[src/rtl/satd_block_ctrl.sv]
// ----------------------------------------------------------------------------
// satd_block_ctrl
//   Sequencer for one 8x8 SATD block evaluation. It clears the row-difference
//   stage, fetches ROWS ORG/CUR row pairs from the pixel source, tags every
//   difference row with its index and a last flag, waits out the
//   Hadamard/accumulate pipeline and then pulses done.
//
// Parameters
//   ROWS      rows per block (2 .. 2**ADDR_W)
//   ADDR_W    width of the row address and the row tags
//   PIPE_LAT  cycles from the last diff row valid to the final SATD result (>= 1)
//
// Ports
//   clk        clock, rising edge
//   rst        asynchronous reset, active-low
//   start      start one block, sampled only in IDLE
//   abort      cancel the current block, no done is issued
//   row_valid  source presents the ORG/CUR row row_addr this cycle
//   row_req    row request to the pixel source
//   row_addr   requested row index (0 outside FETCH)
//   diff_ena   difference stage enable
//   diff_clr   difference stage synchronous clear
//   diff_vld   difference outputs hold a valid row (registered)
//   diff_row   index of the row on the difference outputs (registered)
//   diff_last  diff_vld row is the last row of the block (registered)
//   busy       high in every state except IDLE
//   done       one-cycle pulse, block SATD result valid downstream
// ----------------------------------------------------------------------------
module satd_block_ctrl #(
    parameter int ROWS     = 8,
    parameter int ADDR_W   = 3,
    parameter int PIPE_LAT = 4
) (
    input  logic              clk,
    input  logic              rst,
    input  logic              start,
    input  logic              abort,
    input  logic              row_valid,
    output logic              row_req,
    output logic [ADDR_W-1:0] row_addr,
    output logic              diff_ena,
    output logic              diff_clr,
    output logic              diff_vld,
    output logic [ADDR_W-1:0] diff_row,
    output logic              diff_last,
    output logic              busy,
    output logic              done
);

    localparam int LAT_W = (PIPE_LAT > 1) ? $clog2(PIPE_LAT) : 1;

    typedef enum logic [2:0] {
        ST_IDLE  = 3'd0,
        ST_CLEAR = 3'd1,
        ST_FETCH = 3'd2,
        ST_DRAIN = 3'd3,
        ST_DONE  = 3'd4
    } state_t;

    state_t            state_r;
    state_t            state_s;
    logic [ADDR_W-1:0] row_cnt_r;
    logic [ADDR_W-1:0] row_cnt_s;
    logic [LAT_W-1:0]  lat_cnt_r;
    logic [LAT_W-1:0]  lat_cnt_s;
    logic              accept_s;
    logic              last_row_s;
    logic              lat_end_s;

    assign last_row_s = (row_cnt_r == ADDR_W'(ROWS - 1));
    assign lat_end_s  = (lat_cnt_r == LAT_W'(PIPE_LAT - 1));

    // Next-state, counter updates and state-decoded outputs.
    always_comb begin
        state_s   = state_r;
        row_cnt_s = row_cnt_r;
        lat_cnt_s = lat_cnt_r;
        accept_s  = 1'b0;
        row_req   = 1'b0;
        row_addr  = '0;
        diff_ena  = 1'b0;
        diff_clr  = 1'b0;
        busy      = 1'b1;
        done      = 1'b0;
        case (state_r)
            ST_IDLE: begin
                busy      = 1'b0;
                row_cnt_s = '0;
                lat_cnt_s = '0;
                // abort wins over a simultaneous start
                if (start && !abort) begin
                    state_s = ST_CLEAR;
                end else begin
                    state_s = ST_IDLE;
                end
            end
            ST_CLEAR: begin
                // the difference stage only clears while it is enabled
                diff_clr  = 1'b1;
                diff_ena  = 1'b1;
                row_cnt_s = '0;
                if (abort) begin
                    state_s = ST_IDLE;
                end else begin
                    state_s = ST_FETCH;
                end
            end
            ST_FETCH: begin
                row_req  = 1'b1;
                row_addr = row_cnt_r;
                diff_ena = row_valid;
                if (abort) begin
                    state_s   = ST_IDLE;
                    row_cnt_s = '0;
                    lat_cnt_s = '0;
                end else if (row_valid) begin
                    accept_s = 1'b1;
                    if (last_row_s) begin
                        // counter parks at 0 instead of running past ROWS-1
                        state_s   = ST_DRAIN;
                        row_cnt_s = '0;
                        lat_cnt_s = '0;
                    end else begin
                        row_cnt_s = row_cnt_r + ADDR_W'(1);
                    end
                end else begin
                    state_s = ST_FETCH;
                end
            end
            ST_DRAIN: begin
                if (abort) begin
                    state_s   = ST_IDLE;
                    lat_cnt_s = '0;
                end else if (lat_end_s) begin
                    state_s   = ST_DONE;
                    lat_cnt_s = '0;
                end else begin
                    lat_cnt_s = lat_cnt_r + LAT_W'(1);
                end
            end
            ST_DONE: begin
                done    = 1'b1;
                state_s = ST_IDLE;
            end
            default: begin
                busy      = 1'b0;
                state_s   = ST_IDLE;
                row_cnt_s = '0;
                lat_cnt_s = '0;
            end
        endcase
    end

    // State and counter registers.
    always_ff @(posedge clk or negedge rst) begin
        if (!rst) begin
            state_r   <= ST_IDLE;
            row_cnt_r <= '0;
            lat_cnt_r <= '0;
        end else begin
            state_r   <= state_s;
            row_cnt_r <= row_cnt_s;
            lat_cnt_r <= lat_cnt_s;
        end
    end

    // Row tags that travel with the difference stage output one cycle after acceptance.
    always_ff @(posedge clk or negedge rst) begin
        if (!rst) begin
            diff_vld  <= 1'b0;
            diff_row  <= '0;
            diff_last <= 1'b0;
        end else if (accept_s) begin
            diff_vld  <= 1'b1;
            diff_row  <= row_cnt_r;
            diff_last <= last_row_s;
        end else begin
            diff_vld  <= 1'b0;
            diff_row  <= diff_row;
            diff_last <= 1'b0;
        end
    end

endmodule

[config.mk]
export PLATFORM = sky130hd
export DESIGN_NAME = satd_block_ctrl
export DESIGN_NICKNAME = d
export VERILOG_FILES = /design/src/rtl/satd_block_ctrl.sv
export SDC_FILE = /design/constraint.sdc
export NUM_CORES = 1
export LEC_CHECK = 0
export ABC_CLOCK_PERIOD_IN_PS = 3200
export CAP_MARGIN = 20
export CORE_MARGIN = 5
export CORE_UTILIZATION = 50
export DETAILED_ROUTE_END_ITERATION = 8
export PLACE_DENSITY = 0.78
export SYNTH_ARGS = -nofsm -noshare
export SYNTH_HDL_FRONTEND = slang
export SYNTH_SLANG_ARGS = --single-unit
export TNS_END_PERCENT = 10
[constraint.sdc]
create_clock -name clk -period 3.2 [get_ports clk]
set_input_delay 0.64 -clock clk [delete_from_list [all_inputs] [get_ports clk]]
set_output_delay 0.64 -clock clk [all_outputs]
set_load 0.005 [all_outputs]
==> impl_results.md, run 1 <==
- Status: finished clean
- Finished Cell Area: 887 um2
- I/O Pins: 18
- All-Layer GR Usage: 13.2%
- Placed Area: 861 um2
- DP Worst Slack: 0.736 ns
- Initial Util: 53.8%
- H-Tree Level Count: 1
- Final wirelength: 1270 um
- Mapped cell area: 717 um2
- Row count: 13
- Diode count: 0
- Starting DRC count in detailed routing: 6
- Clock transition at path regs: 0.08 ns
- Pre-Repair DR Iteration Count: 2
- Critical Path Sink Type: output pin
- Primary FF master, synth: dfrtp_1
- Area grow syn2layout: 23.7%
- Max transition margin: 62.1%
- Pin count of the biggest net entering global routing: 14
- Wire per inst: 13.9 um
- Clock Latency Late Sink: 0.27 ns
- Sum Neg Setup Slack: 0 ns
- Max Slew Vio Count: 0
- Critical path launch point type: flip-flop
- Leak pwr: 0.000417 uW
- CTS sink count: 13
- Mean post-synth cell area: 12.2 um2
- Hold Fails Final Rpt: 0
- CTS root buf: clkbuf_4
- Layout cells sized above 1: 17.1%
- Fmax: 401 MHz
- First-pass GRT wire length: 2100 um
- Worst Reg-to-Reg Cells: 3
- GRT overflow: 0
- PortBufs: 17
- Net count after synthesis: 67
- Setup CP Type: reg -> out
- Final Wtd Congestion: 0.798
- Worst clock skew: 0.00349 ns
- Power per cell area: 372 nW/um2
- Count leader, synth: dfrtp_1
- Post-Syn Instances: 59
- Worst-path fanout max: 10
- Share of the yosys chip area belonging to registers: 45.4%
- Fillers: 114
- CTS Buf Count: 3
- Max IR drop VDD: 0.000277 V
- Placed Instances: 87
- Reg area: 325 um2
- Die area: 2290 um2
- Final period util: 77.9%
- Core ar.: 1330 um2
- Most frequent cells after synthesis: dfrtp_1, nor2_1, a22o_1, buf_6
- Reg2reg start: state_r[0]
- Cell taking the most area after synthesis: dfrtp_1
- R2R Setup Slk: 1.44 ns
- Routed Antenna Nets: 0
- Yosys cell types: 26
- Max_cap viols: 0
- Worst hold path type: reg -> reg
- CTS tree: yes
- Die height: 47.9 um
- Postcts setup bufs: 0
- Final #Nets: 85
- Synth warn: 0
- Multi-input combinational cell area: 347 um2
- FF+latch count, synth: 13
- Hold wc startpoint: diff_row[1]
- Initial antenna violation count: 0
- CTS Buffer Depth: 2
- WHS Path Cells: 1
- RSZ-0062 raised after global routing: no
- Vias in the first global route: 463
- Final worst slack: 0.707 ns
- Hold buffers post-CTS: 0
- Worst Max-Slew Pin Slew: 0.566 ns
- # DRC: 0
- Die X: 47.9 um
- Worst Hold Path EP: diff_row[1]
- Resized cells post-CTS: 0
- Yosys top cell area share: 45.4%
- # setup viols final: 0
- Post-synth EDFFs: 0
- Vias: 474
- Post-synth ARST share: 100%
- Worst EP required: 2.56 ns
- Min cycle time layout: 2.49 ns
- Via density: 5.21
- Finished Layout Cells: 91
- Synth area leaders: dfrtp_1, buf_6, mux2_4
- CP arrival: 1.85 ns
- Final core occ: 66.5%
- Worst r2r dst: diff_row[1]
- Post-DP HPWL: 934 um
==> report_power, final <==
group / internal, uW / switching, uW
clock network: 48.3 / 49.9
logic: 33.2 / 21.6
registers: 169 / 8.69
==> worst max-delay path by stage <==
stage | from | endpoint | slack (ns) | cells after the start
2_1_floorplan | state_r[0] | row_addr[0] | 1.61 | 3
3_3_place_gp | row_valid | diff_ena | 0.78 | 3
3_5_place_dp | row_valid | diff_ena | 0.74 | 3
4_1_cts | state_r[0] | row_addr[1] | 0.68 | 3
5_1_grt | state_r[2] | row_addr[0] | 0.62 | 3
6_report | state_r[0] | row_addr[1] | 0.71 | 3
==> sequential cells by signal, indices dropped and copies added (netlist names) <==
| signal | cells |
|---|---|
| diff_last | 1 |
| diff_row | 3 |
| diff_vld | 1 |
| lat_cnt_r | 2 |
| row_cnt_r | 3 |
| state_r | 3 |
==> cells in the final DEF, fill, tap and decap left out, types with 2 or more instances in the layout <==
cell type	count
clkdlybuf4s50_1	17
dfrtp_1	13
and2_2	3
a22o_1	4
nor2_1	5
clkbuf_4	3
and2_1	3
ha_1	3
xnor2_1	2
a21oi_1	2
mux2_4	3
o21ai_0	2
==> worst max-delay path: stages, from the launching register on <==
cell and delay, ns:
dfrtp_1 0.50, nor3b_4 0.39, and2_2 0.20, clkdlybuf4s50_1 0.49
==> through the flow <==
stage / power [uW] / hold slack [ns]
2_1_floorplan: 212 / 0.344
3_3_place_gp: 235 / 0.495
3_5_place_dp: 236 / 0.497
4_1_cts: 336 / 0.518
5_1_grt: 350 / 0.541
6_report: 330 / 0.514
==> cells by family after synthesis <==
family / Yosys count / share of synthesized area, %
AND/OR/NAND/NOR: 19 / 18.2
AO/OA/AOI/OAI: 14 / 14.7
adder cells (fa/ha/maj): 3 / 5.24
flip-flops: 13 / 45.4
multiplexers: 4 / 7.85
XOR/XNOR: 2 / 2.44
buffers and inverters: 4 / 6.28
==> cell type report <==
cell class              instances  area share (%)
flip-flops and latches         13            36.7
clock buffers                   4            2.96
well taps                      15            2.12
repair buffers                 17            19.2
multi-input cells              42            39.1
==> routing by layer <==
| layer | vias up | wire, um | track usage, % |
|---|---|---|---|
| met3 | 2 | 76 | 5.64 |
| met4 | 0 | 7 | 3.23 |
| met2 | 9 | 566 | 17.9 |
| li1 | 244 | - | - |
| met5 | - | 0 | 0 |
| met1 | 219 | 618 | 19.3 |
No activity file was read; power rests on OpenSTA's default activity.
==> run 2: changes to the inputs <==
Settings changed: ABC_CLOCK_PERIOD_IN_PS 3200 to 2400, CORE_UTILIZATION 50 to 46, PLACE_DENSITY 0.78 to 0.73.
Clock period 3.2 ns to 2.4 ns, I/O delays scaled along.
==> impl_results.md, run 2 (synthesized netlist as in run 1, its figures left out) <==
- Status: finished clean (unchanged)
- Worst-path fanout max: 10 (unchanged)
- # DRC: 0 (unchanged)
- Critical Path Sink: row_addr[1] (unchanged)
- Wire per inst: 13.5 um (was 13.9 um)
- Max IR drop VDD: 0.000307 V (was 0.000277 V)
- Clock Latency Late Sink: 0.27 ns (about the same)
- Vias in the first global route: 490 (was 463)
- Initial Util: 48.2% (was 53.8%)
- Worst hold path type: reg -> reg (unchanged)
- Top Family by Delay on Critical Path: simple AND/OR/NAND/NOR gates (unchanged)
- Largest regs: diff_row: 3 flops, row_cnt_r: 3 flops, state_r: 3 flops (unchanged)
- Die area: 2450 um2 (was 2290 um2)
- Hold Fails Final Rpt: 0 (unchanged)
- I/O Pins: 18 (unchanged)
- First-pass GRT wire length: 2200 um (was 2100 um)
- Resized cells post-CTS: 0 (unchanged)
- Max Slew Vio Count: 0 (unchanged)
- Initial antenna violation count: 0 (unchanged)
- Min cycle time layout: 2.27 ns
- Critical Path Sink Type: output pin (unchanged)
- CP bufs+invs: 1 (unchanged)
- Critical path origin: state_r[0] (unchanged)
- CTS root buf: clkbuf_4 (unchanged)
- Fillers: 123 (was 114)
- PortBufs: 17 (unchanged)
- Critical path launch point type: flip-flop (unchanged)
- Fmax: 440 MHz
- Multi-input combinational cell area: 347 um2 (unchanged)
- Die height: 49.5 um (was 47.9 um)
- RSZ-0062 raised after global routing: no (unchanged)
- Row count: 14 (was 13)
- # setup viols final: 0 (unchanged)
- Worst EP required: 1.92 ns (was 2.56 ns)
- Clock transition at path regs: 0.07 ns (was 0.08 ns)
- Post-DP HPWL: 950 um (was 934 um)
- Pin count of the biggest net entering global routing: 14 (unchanged)
- Pre-Repair DR Iteration Count: 4 (was 2)
- CTS Buffer Depth: 2 (unchanged)
- Reg area: 325 um2 (unchanged)
- Layout cells sized above 1: 18.2% (was 17.1%)
- Area grow syn2layout: 25.0% (was 23.7%)
- Setup CP Type: reg -> out (unchanged)
- Placed Area: 862 um2 (was 861 um2)
- Final Wtd Congestion: 0.762 (was 0.798)
- Vias: 503 (was 474)
- R2R Setup Slk: 0.68 ns (was 1.44 ns)
- CP arrival: 1.79 ns (was 1.85 ns)
- Reg2reg start: state_r[0] (unchanged)
- CTS Buf Count: 3 (unchanged)
- Commonest non-fill, non-tap cell in the layout: clkdlybuf4s50_1 (unchanged)
- Finished Cell Area: 896 um2 (was 887 um2)
- Final period util: 94.7%
- Die X: 49.5 um (was 47.9 um)
- Via density: 5.41 (was 5.21)
- Starting DRC count in detailed routing: 5 (was 6)
- Leak pwr: 0.000423 uW (was 0.000417 uW)
- Core ar.: 1490 um2 (was 1330 um2)
- CP Depth: 3 (unchanged)
- Worst clock skew: 0.000854 ns (was 0.00349 ns)
- Diode count: 0 (unchanged)
- Routed Antenna Nets: 0 (unchanged)
- Sum Neg Setup Slack: 0 ns (unchanged)
- All-Layer GR Usage: 11.7% (was 13.2%)
- H-Tree Level Count: 1 (unchanged)
- Hold_ws: 0.514 ns (about the same)
- Power per cell area: 493 nW/um2 (was 372 nW/um2)
- Max_cap viols: 0 (unchanged)
- CP max stage cell: dfrtp_1 (unchanged)
- CTS tree: yes (unchanged)
- Worst r2r dst: diff_row[1] (unchanged)
- CTS sink count: 13 (unchanged)
- Crit-path cells: nor3b_4 > and2_2 > clkdlybuf4s50_1 (unchanged)
- Max transition margin: 62.5% (was 62.1%)
- Worst Reg-to-Reg Cells: 3 (unchanged)
- Most frequent cells in the layout: clkdlybuf4s50_1, dfrtp_1, nor2_1, a22o_1 (unchanged)
- Final wirelength: 1260 um (was 1270 um)
- GRT overflow: 0 (unchanged)
- Final #Nets: 86 (was 85)
- Worst Max-Slew Pin Slew: 0.561 ns (was 0.566 ns)
- Worst path max stage delay: 0.51 ns (was 0.50 ns)
run 2: changes by cell type in the layout (fill, tap and decap cells not counted):
cell	change
buf_4	+1
run 2: worst register-to-register path: stages (launching register included):
cell and delay, ns:
dfrtp_1 0.51, nor3b_4 0.33, and3b_1 0.43, mux2_4 0.34
run 2: worst min-delay path by stage:
| stage | depth (start not counted) | slack [ns] | end | startpoint |
|---|---|---|---|---|
| 2_1_floorplan | 0 | 0.18 | diff_last | rst |
| 3_3_place_gp | 1 | 0.49 | diff_row[1] | diff_row[1] |
| 3_5_place_dp | 1 | 0.50 | diff_row[1] | diff_row[1] |
| 4_1_cts | 1 | 0.52 | diff_row[1] | diff_row[1] |
| 5_1_grt | 1 | 0.55 | diff_row[1] | diff_row[1] |
| 6_report | 1 | 0.51 | diff_row[0] | diff_row[0] |
run 2: per-layer routing:
layer	wire (um)	part of all wire (%)	track usage, %	vias to the layer above
li1	-	-	-	247
met1	558	44	13.7	247
met2	613	49	18.5	7
met3	69	5.5	5.72	2
met4	16	1.3	3.93	0
met5	0	0	0	-
run 2: final cells by class:
class	count	area share, %
Sequential cell	13	36.3
Multi-Input combinational cell	42	38.7
Tap cell	16	2.23
Timing Repair Buffer	18	19.8
Clock buffer	4	2.93
run 2: per-stage QoR:
step	total power, uW	setup WS, ns	instances	utilization, %
after floorplan	283	0.896	59	-
after global placement	313	0.292	88	57.9
after detailed placement	314	0.273	88	57.9
after CTS	447	0.0441	92	59.7
after global routing	470	0.0437	93	60.2
final	441	0.127	93	60.2
run 2: power breakdown:
group	switching [uW]	total (uW)	leakage (uW)	internal [uW]
clock network	65.7	130	0.0000150	64.5
logic	28.1	74.2	0.000228	46.1
registers	12.0	237	0.000180	225
total	106	441	0.000423	336
run 2: timing repair:
action                                 in CTS  in global routing
endpoints found under the hold margin       0                  0
hold buffers                                0                  0
setup endpoints to repair                   0                  3
buffers inserted                            0                  1
==> run 3: changes to the inputs <==
Settings changed: GPL_TIMING_DRIVEN from default to 0, MAX_ROUTING_LAYER from default to met4.
==> impl_results.md, run 3 (synthesized netlist as in run 1, its figures left out) <==
- Status: finished clean (unchanged)
- Finished Cell Area: 933 um2 (was 896 um2)
- Die height: 49.5 um (unchanged)
- CTS Buf Count: 3 (unchanged)
- DP Worst Slack: 0.263 ns (was 0.273 ns)
- Max transition margin: 62.1% (was 62.5%)
- Resized cells post-CTS: 0 (unchanged)
- CTS Buffer Depth: 2 (unchanged)
- Internal power: 341 uW (was 336 uW)
- CP arrival: 1.81 ns (was 1.79 ns)
- CTS root buf: clkbuf_4 (unchanged)
- Worst Max-Slew Pin Slew: 0.566 ns (was 0.561 ns)
- GRT overflow: 0 (unchanged)
- Die area: 2450 um2 (unchanged)
- Most frequent cells in the layout: clkdlybuf4s50_1, dfrtp_1, nor2_1, buf_6, a22o_1 (was clkdlybuf4s50_1, dfrtp_1, nor2_1, a22o_1)
- # DRC: 0 (unchanged)
- Clk network pwr share: 29.0% (was 29.5%)
- Hold Fails Final Rpt: 0 (unchanged)
- Final #Nets: 89 (was 86)
- Switching fraction of total power: 23.8% (was 24.0%)
- Hold buffers post-CTS: 0 (unchanged)
- # setup viols final: 0 (unchanged)
- Clock transition at path regs: 0.07 ns (about the same)
- Vias in the first global route: 539 (was 490)
- Sum Neg Setup Slack: 0 ns (unchanged)
- Final worst slack: 0.108 ns (was 0.127 ns)
- Reg2reg start: state_r[0] (unchanged)
- Max_cap viols: 0 (unchanged)
- Postcts setup bufs: 0 (unchanged)
- Total net switching power: 107 uW (was 106 uW)
- Clock Latency Late Sink: 0.27 ns (about the same)
- PortBufs: 17 (unchanged)
- Worst-path fanout max: 10 (unchanged)
- CTS sink count: 13 (unchanged)
- Area grow syn2layout: 30.2% (was 25.0%)
- Post-DP HPWL: 995 um (was 950 um)
- Via density: 5.36 (was 5.41)
- Pin count of the biggest net entering global routing: 14 (unchanged)
- Worst hold path type: reg -> reg (unchanged)
- Routed Antenna Nets: 0 (unchanged)
- Row count: 14 (unchanged)
- Combinational power share: 19.9% (was 16.8%)
- Critical path launch point type: flip-flop (unchanged)
- H-Tree Level Count: 1 (unchanged)
- Hold wc startpoint: diff_row[1] (was diff_row[0])
- Worst EP required: 1.92 ns (about the same)
- Die X: 49.5 um (unchanged)
- Power per cell area: 480 nW/um2 (was 493 nW/um2)
- Setup CP Type: reg -> out (unchanged)
- Worst Reg-to-Reg Cells: 5 (was 3)
- Vias: 515 (was 503)
- Max IR drop VDD: 0.000391 V (was 0.000307 V)
- Leak pwr: 0.000442 uW (was 0.000423 uW)
- Min cycle time layout: 2.29 ns (was 2.27 ns)
- Initial antenna violation count: 0 (unchanged)
- First-pass GRT wire length: 2320 um (was 2200 um)
- Max Slew Vio Count: 0 (unchanged)
- Initial Util: 48.2% (unchanged)
- Starting DRC count in detailed routing: 14 (was 5)
- I/O Pins: 18 (unchanged)
- Commonest non-fill, non-tap cell in the layout: clkdlybuf4s50_1 (unchanged)
- WHS Path Cells: 1 (unchanged)
- Worst clock skew: 0.000829 ns (was 0.000854 ns)
- Critical Path Sink Type: output pin (unchanged)
- Placed Area: 907 um2 (was 862 um2)
- Flop pwr share: 51.1% (was 53.7%)
- Worst Hold Path EP: diff_row[1] (was diff_row[0])
- Fmax: 436 MHz (was 440 MHz)
- Final period util: 95.5% (was 94.7%)
- Worst r2r dst: diff_row[1] (unchanged)
- RSZ-0062 raised after global routing: no (unchanged)
- Wire per inst: 13.5 um (about the same)
- R2R Setup Slk: 0.77 ns (was 0.68 ns)
- All-Layer GR Usage: 12.4% (was 11.7%)
- Diode count: 0 (unchanged)
- Largest regs: diff_row: 3 flops, row_cnt_r: 3 flops, state_r: 3 flops (unchanged)
- Final Wtd Congestion: 0.729 (was 0.762)
- Pre-Repair DR Iteration Count: 4 (unchanged)
- Layout cells sized above 1: 21.3% (was 18.2%)
- CTS tree: yes (unchanged)
- Core ar.: 1490 um2 (unchanged)
- Final wirelength: 1300 um (was 1260 um)
run 3: changes by cell type in the layout (fill, tap and decap cells not counted), sizes merged:
cell  delta
buf      +3
run 3: layout make-up:
cell class	count	area [um2]
Buffer	4	45.0
Clock buffer	4	26.3
Fill cell	133	556
Multi-Input combinational cell	42	347
Sequential cell	13	325
Tap cell	16	20.0
Timing Repair Buffer	17	170
run 3: power by group through the flow:
stage	clock [uW]	sequential, uW	combinational (uW)
4_1_cts	135	229	90.3
2_1_floorplan	0	233	50.3
5_1_grt	145	230	97.4
3_3_place_gp	0	233	88.8
6_report	130	229	89.3
3_5_place_dp	0	233	90.2
run 3: worst max-delay path by stage:
stage | startpoint | slack (ns) | cells after the start | to
finish | state_r[0] | 0.11 | 4 | row_addr[1]
global route | state_r[0] | 0.02 | 4 | row_addr[0]
CTS | state_r[0] | 0.10 | 4 | row_addr[1]
detailed placement | row_valid | 0.26 | 3 | diff_ena
global placement | row_valid | 0.26 | 3 | diff_ena
floorplan | state_r[0] | 0.90 | 5 | diff_row[0]
run 3: critical path: stages (launching register included):
cell	delay (ns)
dfrtp_1	0.38
buf_6	0.14
nor3b_4	0.34
and2_2	0.20
clkdlybuf4s50_1	0.49
run 3: metal layers:
metal | global-route usage [%] | share of wire [%]
met1 | 13.9 | 44
met2 | 20.4 | 50
met3 | 5.72 | 6.1
met4 | 2.62 | 0.38
met5 | - | 0
run 3: stage by stage:
stage                     instances  utilization, %  hold WS [ns]  total power (uW)
final                            96            62.7         0.511               448
after global routing             96            62.7         0.542               472
after CTS                        96            62.7         0.514               455
after detailed placement         92            60.9         0.494               323
after global placement           92            60.9         0.492               322
after floorplan                  59               -         0.184               283
